File: src/rtl/tft_cmd_pkg.sv
// tft_cmd_pkg: shared definitions for the MCU 8080 bus decoder.
//   - command/index codes understood by mcu_bus_decoder
//   - row/column/data widths and the pixel word pushed into the pixel FIFO
//   - clamp helpers used when loading window registers
package tft_cmd_pkg;

    localparam int unsigned RowW  = 9;
    localparam int unsigned ColW  = 10;
    localparam int unsigned DataW = 16;

    localparam logic [7:0] CmdNop    = 8'h00;
    localparam logic [7:0] CmdPwm    = 8'h01;
    localparam logic [7:0] CmdRowS   = 8'h02;
    localparam logic [7:0] CmdColS   = 8'h03;
    localparam logic [7:0] CmdRowE   = 8'h06;
    localparam logic [7:0] CmdColE   = 8'h07;
    localparam logic [7:0] CmdPixel  = 8'h0F;
    localparam logic [7:0] CmdStatus = 8'h10;

    typedef struct packed {
        logic [RowW-1:0]  row;
        logic [ColW-1:0]  col;
        logic [DataW-1:0] data;
    } pix_word_t;

    localparam int unsigned PixW = $bits(pix_word_t);

    // Saturate a bus value to lim-1 (lim is the panel dimension).
    function automatic logic [RowW-1:0] clamp_row(input logic [15:0] v, input int unsigned lim);
        if (32'(v) >= lim) return RowW'(lim - 1);
        return v[RowW-1:0];
    endfunction

    function automatic logic [ColW-1:0] clamp_col(input logic [15:0] v, input int unsigned lim);
        if (32'(v) >= lim) return ColW'(lim - 1);
        return v[ColW-1:0];
    endfunction

endpackage

File: src/rtl/pix_fifo.sv
// pix_fifo: synchronous first-word-fall-through FIFO for pixel words.
//   clk_i, rst_ni   clock, asynchronous active-low reset (empties the FIFO)
//   push_i, wdata_i write request and data; ignored when full unless popped same cycle
//   pop_i, rdata_o  read request and head-of-queue data (valid while !empty_o)
//   full_o, empty_o occupancy flags
module pix_fifo #(
    parameter int unsigned DEPTH = 4,
    parameter int unsigned WIDTH = 8
) (
    input  logic             clk_i,
    input  logic             rst_ni,
    input  logic             push_i,
    input  logic [WIDTH-1:0] wdata_i,
    input  logic             pop_i,
    output logic [WIDTH-1:0] rdata_o,
    output logic             full_o,
    output logic             empty_o
);

    localparam int unsigned AddrW = (DEPTH > 1) ? $clog2(DEPTH) : 1;

    logic [WIDTH-1:0] mem_q [DEPTH];
    logic [AddrW-1:0] wr_ptr_q, rd_ptr_q;
    logic [AddrW:0]   count_q, count_d;
    logic             do_push, do_pop;

    assign full_o  = (count_q == (AddrW+1)'(DEPTH));
    assign empty_o = (count_q == '0);
    assign rdata_o = mem_q[rd_ptr_q];

    // A push into a full FIFO is accepted only when the head leaves in the same cycle.
    assign do_pop  = pop_i && !empty_o;
    assign do_push = push_i && (!full_o || do_pop);

    always_comb begin
        count_d = count_q;
        unique case ({do_push, do_pop})
            2'b10:   count_d = count_q + 1'b1;
            2'b01:   count_d = count_q - 1'b1;
            default: count_d = count_q;
        endcase
    end

    always_ff @(posedge clk_i or negedge rst_ni) begin
        if (!rst_ni) begin
            wr_ptr_q <= '0;
            rd_ptr_q <= '0;
            count_q  <= '0;
        end else begin
            if (do_push) wr_ptr_q <= wr_ptr_q + 1'b1;
            if (do_pop)  rd_ptr_q <= rd_ptr_q + 1'b1;
            count_q <= count_d;
        end
    end

    // Storage needs no reset: contents are meaningless while count_q says empty.
    always_ff @(posedge clk_i) begin
        if (do_push) mem_q[wr_ptr_q] <= wdata_i;
    end

endmodule

File: src/rtl/mcu_bus_decoder.sv
// mcu_bus_decoder: MCU 8080-style bus front end for a TFT panel.
// Decodes command/data writes into backlight duty, a drawing window and a
// pixel stream (row, col, RGB565) buffered toward the SDRAM controller.
//   clk              system clock, all logic on rising edge
//   RST              asynchronous active-low reset
//   DATA, CS, RS,    asynchronous MCU bus; CS/WR/RD active-low, RS 0=command 1=data
//   WR, RD
//   pwm_duty         backlight duty 0-15
//   pix_valid/ready  pixel handshake; pix_row, pix_col, pix_data carry the pixel
//   overflow         sticky: a pixel was dropped because the FIFO was full
//   dout, dout_oe    register readback (only when MCU_READBACK_EN is defined)
// Compile-time option: MCU_READBACK_EN adds the readback path and its ports.
module mcu_bus_decoder
    import tft_cmd_pkg::*;
#(
    parameter int unsigned H_RES      = 800,
    parameter int unsigned V_RES      = 480,
    parameter int unsigned FIFO_DEPTH = 4
) (
    input  logic             clk,
    input  logic             RST,
    input  logic [15:0]      DATA,
    input  logic             CS,
    input  logic             RS,
    input  logic             WR,
    input  logic             RD,
    output logic [3:0]       pwm_duty,
    output logic             pix_valid,
    input  logic             pix_ready,
    output logic [RowW-1:0]  pix_row,
    output logic [ColW-1:0]  pix_col,
    output logic [DataW-1:0] pix_data,
    output logic             overflow
`ifdef MCU_READBACK_EN
    ,
    output logic [15:0]      dout,
    output logic             dout_oe
`endif
);

    // Strobe synchronisers; idle level is 1 for all of them.
    logic [1:0] cs_sync_q, rs_sync_q, wr_sync_q, rd_sync_q;
    logic       wr_prev_q;
    logic       cs_s, rs_s, wr_s, rd_s;

    logic [7:0]      index_q;
    logic [3:0]      pwm_duty_q;
    logic [RowW-1:0] row_s_q, row_e_q, cur_row_q, next_row;
    logic [ColW-1:0] col_s_q, col_e_q, cur_col_q, next_col;
    logic            overflow_q;

    logic      wr_strobe, cmd_wr, dat_wr, pix_push;
    logic      fifo_full, fifo_empty, fifo_pop;
    pix_word_t pix_in, pix_out;

    assign cs_s = cs_sync_q[1];
    assign rs_s = rs_sync_q[1];
    assign wr_s = wr_sync_q[1];
    assign rd_s = rd_sync_q[1];

    always_ff @(posedge clk or negedge RST) begin
        if (!RST) begin
            cs_sync_q <= 2'b11;
            rs_sync_q <= 2'b11;
            wr_sync_q <= 2'b11;
            rd_sync_q <= 2'b11;
            wr_prev_q <= 1'b1;
        end else begin
            cs_sync_q <= {cs_sync_q[0], CS};
            rs_sync_q <= {rs_sync_q[0], RS};
            wr_sync_q <= {wr_sync_q[0], WR};
            rd_sync_q <= {rd_sync_q[0], RD};
            wr_prev_q <= wr_s;
        end
    end

    // The write completes on the WR rising edge; DATA is still held by the MCU here.
    assign wr_strobe = !wr_prev_q && wr_s && !cs_s;
    assign cmd_wr    = wr_strobe && !rs_s;
    assign dat_wr    = wr_strobe && rs_s;
    assign pix_push  = dat_wr && (index_q == CmdPixel);

    // Cursor step. Using >= against the end register also covers the
    // inverted-window case (start > end): the cursor is loaded at start, which
    // already counts as "at end", so that axis never leaves start.
    always_comb begin
        next_col = cur_col_q + 1'b1;
        next_row = cur_row_q;
        if (cur_col_q >= col_e_q) begin
            next_col = col_s_q;
            next_row = (cur_row_q >= row_e_q) ? row_s_q : cur_row_q + 1'b1;
        end
    end

    always_ff @(posedge clk or negedge RST) begin
        if (!RST) begin
            index_q    <= CmdNop;
            pwm_duty_q <= '0;
            row_s_q    <= '0;
            col_s_q    <= '0;
            row_e_q    <= RowW'(V_RES - 1);
            col_e_q    <= ColW'(H_RES - 1);
            cur_row_q  <= '0;
            cur_col_q  <= '0;
            overflow_q <= 1'b0;
        end else if (cmd_wr) begin
            index_q <= DATA[7:0];
            if (DATA[7:0] == CmdPixel) begin
                cur_row_q  <= row_s_q;
                cur_col_q  <= col_s_q;
                overflow_q <= 1'b0;
            end
        end else if (dat_wr) begin
            case (index_q)
                CmdPwm:  pwm_duty_q <= DATA[3:0];
                CmdRowS: row_s_q    <= clamp_row(DATA, V_RES);
                CmdColS: col_s_q    <= clamp_col(DATA, H_RES);
                CmdRowE: row_e_q    <= clamp_row(DATA, V_RES);
                CmdColE: col_e_q    <= clamp_col(DATA, H_RES);
                CmdPixel: begin
                    // Dropped pixels still advance so later pixels land where the MCU expects.
                    cur_row_q <= next_row;
                    cur_col_q <= next_col;
                    if (fifo_full && !fifo_pop) overflow_q <= 1'b1;
                end
                default: ;
            endcase
        end
    end

    assign pix_in   = '{row: cur_row_q, col: cur_col_q, data: DATA};
    assign fifo_pop = pix_valid && pix_ready;

    pix_fifo #(
        .DEPTH (FIFO_DEPTH),
        .WIDTH (PixW)
    ) u_pix_fifo (
        .clk_i   (clk),
        .rst_ni  (RST),
        .push_i  (pix_push),
        .wdata_i (pix_in),
        .pop_i   (fifo_pop),
        .rdata_o (pix_out),
        .full_o  (fifo_full),
        .empty_o (fifo_empty)
    );

    assign pix_valid = !fifo_empty;
    assign pix_row   = pix_out.row;
    assign pix_col   = pix_out.col;
    assign pix_data  = pix_out.data;
    assign pwm_duty  = pwm_duty_q;
    assign overflow  = overflow_q;

`ifdef MCU_READBACK_EN
    logic [15:0] rb_sel;
    logic [15:0] dout_q;
    logic        dout_oe_q;

    always_comb begin
        rb_sel = '0;
        case (index_q)
            CmdPwm:    rb_sel = {12'b0, pwm_duty_q};
            CmdRowS:   rb_sel = {{(16-RowW){1'b0}}, row_s_q};
            CmdColS:   rb_sel = {{(16-ColW){1'b0}}, col_s_q};
            CmdRowE:   rb_sel = {{(16-RowW){1'b0}}, row_e_q};
            CmdColE:   rb_sel = {{(16-ColW){1'b0}}, col_e_q};
            CmdStatus: rb_sel = {15'b0, overflow_q};
            default:   rb_sel = '0;
        endcase
    end

    always_ff @(posedge clk or negedge RST) begin
        if (!RST) begin
            dout_q    <= '0;
            dout_oe_q <= 1'b0;
        end else begin
            dout_oe_q <= !cs_s && !rd_s && rs_s;
            dout_q    <= rb_sel;
        end
    end

    assign dout    = dout_q;
    assign dout_oe = dout_oe_q;
`else
    // RD has no function without readback; keep the synchroniser output as a sink.
    logic unused_rd;
    assign unused_rd = rd_s;
`endif

endmodule

File: config.mk
export PLATFORM = sky130hd
export DESIGN_NAME = mcu_bus_decoder
export DESIGN_NICKNAME = d
export VERILOG_FILES = /design/src/rtl/tft_cmd_pkg.sv /design/src/rtl/pix_fifo.sv /design/src/rtl/mcu_bus_decoder.sv
export SDC_FILE = /design/constraint.sdc
export NUM_CORES = 1
export LEC_CHECK = 0
export CORE_MARGIN = 5
export CORE_UTILIZATION = 45
export DETAILED_ROUTE_END_ITERATION = 7
export PLACE_DENSITY_LB_ADDON = 0.12
export RECOVER_POWER = 25
export SETUP_SLACK_MARGIN = 0.3
export SLEW_MARGIN = 25
export SYNTH_ARGS = -nofsm -noshare
export SYNTH_HDL_FRONTEND = slang
export SYNTH_SLANG_ARGS = --single-unit
export TNS_END_PERCENT = 100
File: constraint.sdc
create_clock -name clk -period 2.6 [get_ports clk]
set_input_delay 0.52 -clock clk [delete_from_list [all_inputs] [get_ports clk]]
set_output_delay 0.52 -clock clk [all_outputs]
set_load 0.005 [all_outputs]
# After elaboration in Yosys (flattened, before gate mapping)
# Memory sizes are Yosys's and may differ from the RTL's.
# Cells that the tools add are included.
[totals]
memories = 1
elab_cells = 108
ff_bits = 84
ram_bits = 140
[mem_list]
columns = ["memory", "words", "word_bits", "read_ports", "rd_clocked_by_memory_dff", "write_ports", "line", "source"]
rows = [
  ["u_pix_fifo.mem_q", 4, 35, 1, 0, 1, "pix_fifo.sv:22", "logic [WIDTH-1:0] mem_q [DEPTH];"],
]
[classes]
n_mux = 39
n_eq_ne = 11
reduce_logical = 30
n_addsub = 6
n_bitwise = 1
order_cmp = 4
[ops]
columns = ["cell", "count"]
rows = [
  ["$mux 9", 9],
  ["$mux 10", 8],
  ["$mux 1", 21],
  ["$reduce_and 3->1", 6],
  ["$eq 8x2->1 const B", 2],
  ["$eq 8x3->1 const B", 2],
  ["$eq 8x4->1 const B", 2],
  ["$ge 16x10->1 const B", 1],
  ["$ge 16x9->1 const B", 1],
  ["$add 10x1->10 const B", 1],
  ["$ge 10x10->1", 1],
  ["$reduce_bool 2->1", 5],
  ["$add 9x1->9 const B", 1],
  ["$ge 9x9->1", 1],
  ["$logic_and 1x1->1", 9],
  ["$eq 8x1->1 const B", 1],
  ["$reduce_and 4->1", 2],
  ["$logic_not 1->1", 6],
  ["$pmux 3 s2", 1],
  ["$add 2x1->2 const B", 2],
  ["$add 3x1->3 const B", 1],
  ["$eq 3x3->1 const B", 1],
  ["$logic_not 3->1", 1],
  ["$sub 3x1->3 const B", 1],
  ["5 further kinds", 5],
]

# Longest topological paths before layout
[logic_depth]
depth_word = 9
ltp_mapped = 10

# Modules after synthesis
# A second synthesis with hierarchy kept.
[hier_totals]
hier_cells = 635
area_unflattened_um2 = 9486.6
[modules_own_cells]
columns = ["module", "area_per_inst_um2", "instances", "cells_per_inst"]
rows = [
  ["pix_fifo", 5562.8, 1, 237],
  ["mcu_bus_decoder", 3923.8, 1, 398],
]

# Worst setup path after synthesis
# Ideal clock, no wire load.
[synth_path]
path_type = "flip-flop to flip-flop"
from = "reg wr_sync_q[1]"
to = "mem u_pix_fifo.mem_q[0][0] (netlist bit), enable pin"
t_required_ns = 2.205
t_arrival_ns = 2.498
stages_incl_launch_ff = 5
setup_slack_ns = -0.293
cell_sequence = "dfstp_2 or3b_4 or3_4 nor3_4 and2_1"
[synth_between]
elab_chain_len = 7
[synth_rtl]
columns = ["element", "line", "source"]
rows = [
  ["start: declaration", "mcu_bus_decoder.sv:42", "logic [1:0] cs_sync_q, rs_sync_q, wr_sync_q, rd_sync_q;"],
  ["start signal: assignment", "mcu_bus_decoder.sv:71", "wr_sync_q <= {wr_sync_q[0], WR};"],
  ["$logic_and 1x1->1 (2 in series)", "mcu_bus_decoder.sv:78", "assign wr_strobe = !wr_prev_q && wr_s && !cs_s;"],
  ["$logic_and 1x1->1", "mcu_bus_decoder.sv:80", "assign dat_wr = wr_strobe && rs_s;"],
  ["$logic_and 1x1->1", "mcu_bus_decoder.sv:81", "assign pix_push = dat_wr && (index_q == CmdPixel);"],
  ["$logic_and 1x1->1", "pix_fifo.sv:33", "assign do_push = push_i && (!full_o || do_pop);"],
  ["$mux 1", "pix_fifo.sv:58", "if (do_push) mem_q[wr_ptr_q] <= wdata_i;"],
  ["$mux 1 (implied by the code)", "pix_fifo.sv:58", ""],
  ["end: declaration", "pix_fifo.sv:22", ""],
]
# No other way between the ends.

# Final worst setup path
[layout_path]
from = "reg index_q[6]"
to = "mem u_pix_fifo.mem_q[2][14] (netlist bit), enable pin"
[layout_between]
elab_chain_len = 5
[layout_rtl]
columns = ["element", "line", "source"]
rows = [
  ["start: declaration", "mcu_bus_decoder.sv:46", "logic [7:0] index_q;"],
  ["start signal: assignment", "mcu_bus_decoder.sv:97", "index_q <= CmdNop;"],
  ["start signal: assignment", "mcu_bus_decoder.sv:107", "index_q <= DATA[7:0];"],
  ["$eq 8x4->1", "mcu_bus_decoder.sv:81", ""],
  ["$logic_and 1x1->1", "mcu_bus_decoder.sv:81", ""],
  ["$logic_and 1x1->1", "pix_fifo.sv:33", ""],
  ["$mux 1", "pix_fifo.sv:58", ""],
  ["$mux 1 (implied by the code)", "pix_fifo.sv:58", ""],
]
# No other way between the ends.

==> metrics <==
Worst R2R Start=index_q[6]$_DFFE_PN0P_; H-tree depth=1; share of post-route cells with drive strength above 1=between 30% and 40%; reg2reg path depth=7; EDFF count, synth=140; Mapped Cells=~620; most numerous cell in the Yosys netlist=edfxtp_1; Least-Margin Pin Slew=1.574 ns; maximum clock rate=between 400 and 500 MHz; worst skew pair latency=around 0.51 ns; Iter 0 DRT Violations=between 200 and 300; first-pass GRT wire length=between 30 and 40 mm; peak supply drop=about 660 uV; final worst path period share=95.12%; Root Buffer=clkbuf_16; All-Layer GR Usage=between 15 and 20%; core area=20360 sq um; min cycle time layout=around 2.5 ns; WHS=around 0.35 ns; Slew Limit Fails=27; CTS clk-pin slew, worst paths=0.06 ns; CTS Sinks=between 200 and 250; Post-Syn Area per Cell=15.07 sq um; post-synth top area cell=edfxtp_1; CTS tree=done; Power Density=768.3 nW/um^2; Post-Route Skew=just under 0.01 ns; failing checks=max-capacitance violations, max-slew violations; Antenna Cells=0; post-route insts no fill=1083; post-detailed-route count of antenna-violating nets=0; most instantiated cells after synthesis=edfxtp_1 (140), dfrtp_1 (62), nand2_1 (48); Initial Utilization=a little under half; Setup crit start kind=flip-flop; Area Overhead vs Synth=34.63%; RSZ-0062 raised after global routing=yes; CTS max path bufs=3; vias in the first global route=approximately 6.0k; Cell Area, Synth=9388 sq um; hold path start=cs_sync_q[0]$_DFF_PN1_; # nets final=~850; Max-slew headroom=-4.926%; Worst Path Arrival=2.69 ns; global route overflow=0; GPL Wtd Cong=about 0.86; Min-Delay Path Depth=0; total routed wirelength=22.01 mm; Critical Path End Type=flip-flop; vias per cell=approximately 5.5; Pleak=~4.8 nW; Yosys cell types=60; first-pass detailed-route iteration total=4; ys async rst share=a little under two fifths; reg-to-reg setup timing slack=roughly 0.13 ns; initial antenna violation count=0; Yosys warning total=0; sequential area share after synthesis=between 60% and 70%; Die W=154.4 um; worst hold path class=reg -> reg; WL/cell=around 20 um; row cnt=52; synth top area cells=edfxtp_1 (45%), dfrtp_1 (17%), mux4_2 (8.4%), dfstp_2 (6.2%), ha_1 (3.3%); Worst Hold End=cs_sync_q[1]$_DFF_PN1_; die area=~24000 sq um; vias=approximately 5.9k; status=finished with violations; critical register-to-register path endpoint=u_pix_fifo.mem_q[2][14]$_DFFE_PP_; buffers added on ports=62; Final Hold Vio Count=0; FF+latch count, synth=224; post-DP HPWL=13.43 mm; Syn Nets=about 670; total power=9.710 mW; CP required=~2.8 ns; die height=154.4 um; crit-path max FO=8; Top FF cell, synth=edfxtp_1; Synth top area share=between 40% and 50%; Cells after DPL=979; DRC=0; # setup viols final=0; Fin Setup TNS=0 ns; CTS buffer count=25; WS Path Type=reg -> reg; total of max-cap violations=1; # IOs=64; pin count of the biggest net entering global routing=59
## cells in the final DEF, fill, tap and decap left out, drive strengths merged, types with 3 or more instances in the layout
master,n
buf,127
clkbuf,38
bufinv,3
nand3,6
dfstp,22
edfxtp,140
a22oi,7
ha,25
a21boi,3
nor3,5
clkinv,12
xnor2,4
dlygate4sd3,10
and2,5
o21ai,45
inv,42
a21oi,28
or3,6
and3,4
nand4,6
o22ai,8
mux2i,16
mux4,35
nand3b,3
mux2,12
nor2,37
nand2,49
clkdlybuf4s50,16
nor4,7
dfrtp,62
## state kept, by name, indices dropped and copies added (netlist names)
| signal | cells |
|---|---|
| col_e_q | 10 |
| col_s_q | 10 |
| cs_sync_q | 2 |
| cur_col_q | 10 |
| cur_row_q | 9 |
| index_q | 8 |
| overflow | 1 |
| pwm_duty | 4 |
| row_e_q | 9 |
| row_s_q | 9 |
| rs_sync_q | 2 |
| u_pix_fifo.count_q | 3 |
| u_pix_fifo.mem_q | 140 |
| u_pix_fifo.rd_ptr_q | 2 |
| u_pix_fifo.wr_ptr_q | 2 |
| wr_prev_q | 1 |
| wr_sync_q | 2 |
## logic make-up after synthesis
| logic type | count (synthesis) | synth area share, % |
|---|---|---|
| fa+ha+maj | 26 | 3.545 |
| simple gates | 138 | 7.464 |
| mux | 63 | 11.54 |
| buf+inv | 63 | 2.999 |
| flops | 224 | 67.47 |
| xor+xnor | 5 | 0.4665 |
| compound gates | 104 | 6.518 |
## critical path, cell delays in order, from the launching register on
cell and delay, ns:
dfrtp_1 0.38, or4_4 0.55, or3_4 0.41, nor3_4 0.16
buf_4 0.14, buf_6 0.08, and2_4 0.25, clkbuf_16 0.20
## report_power, final
group	switching, mW	internal, mW	total, mW
clock	1.33	2.04	3.38
combinational	0.993	1.33	2.32
sequential	0.109	3.90	4.01
## area by class of cell
type / count / area [sq um]
clock inverter: 16 / 151.4
tap: 270 / 337.8
multi-input combinational: 339 / 3214
clock buffer: 28 / 636.9
inverter: 42 / 157.7
sequential: 224 / 6335
fill: 1496 / 7726
timing repair buffer: 164 / 1805
## through the flow
step                utilization (%)  cell area (sq um)  worst slack, ns
floorplan                         -               9417           0.2370
global placement              52.67              10730          0.01111
CTS                           58.27              11870           0.1191
finish                        62.06              12640           0.1268
detailed placement            52.67              10730          0.03156
global route                  62.06              12640          0.06626
## routing by layer
| metal | vias to the layer above | GRT usage (%) | wire length [um] |
|---|---|---|---|
| li1 | 2705 | - | - |
| met4 | 0 | 4.331 | 349 |
| met5 | - | 0 | 0 |
| met3 | 27 | 2.543 | 993 |
| met1 | 3043 | 24.52 | 9791 |
| met2 | 130 | 28.18 | 10880 |
## timing repair
item / in CTS / in global routing
pin swaps: 9 / 32
gates cloned: 5 / 13
setup endpoints to repair: 199 / 209
resized for setup: 174 / 124
hold endpoints to repair: 17 / 0
setup buffers: 25 / 16
hold buffers: 1 / 0
## worst max path at each step
stage | end | depth (start not counted) | start | slack, ns
finish | u_pix_fifo.mem_q[2][14]$_DFFE_PP_ | 7 | index_q[6]$_DFFE_PN0P_ | 0.13
global route | u_pix_fifo.mem_q[2][6]$_DFFE_PP_ | 7 | index_q[6]$_DFFE_PN0P_ | 0.07
CTS | pix_col[4] | 5 | u_pix_fifo.rd_ptr_q[0]$_DFFE_PN0P_ | 0.12
detailed placement | cur_row_q[3]$_DFFE_PN0P_ | 8 | DATA[6] | 0.03
global placement | cur_row_q[0]$_DFFE_PN0P_ | 8 | DATA[6] | 0.01
floorplan | u_pix_fifo.mem_q[0][0]$_DFFE_PP_ | 4 | wr_sync_q[1]$_DFF_PN1_ | 0.24
Note: power is estimated with default switching activity, not from simulation.
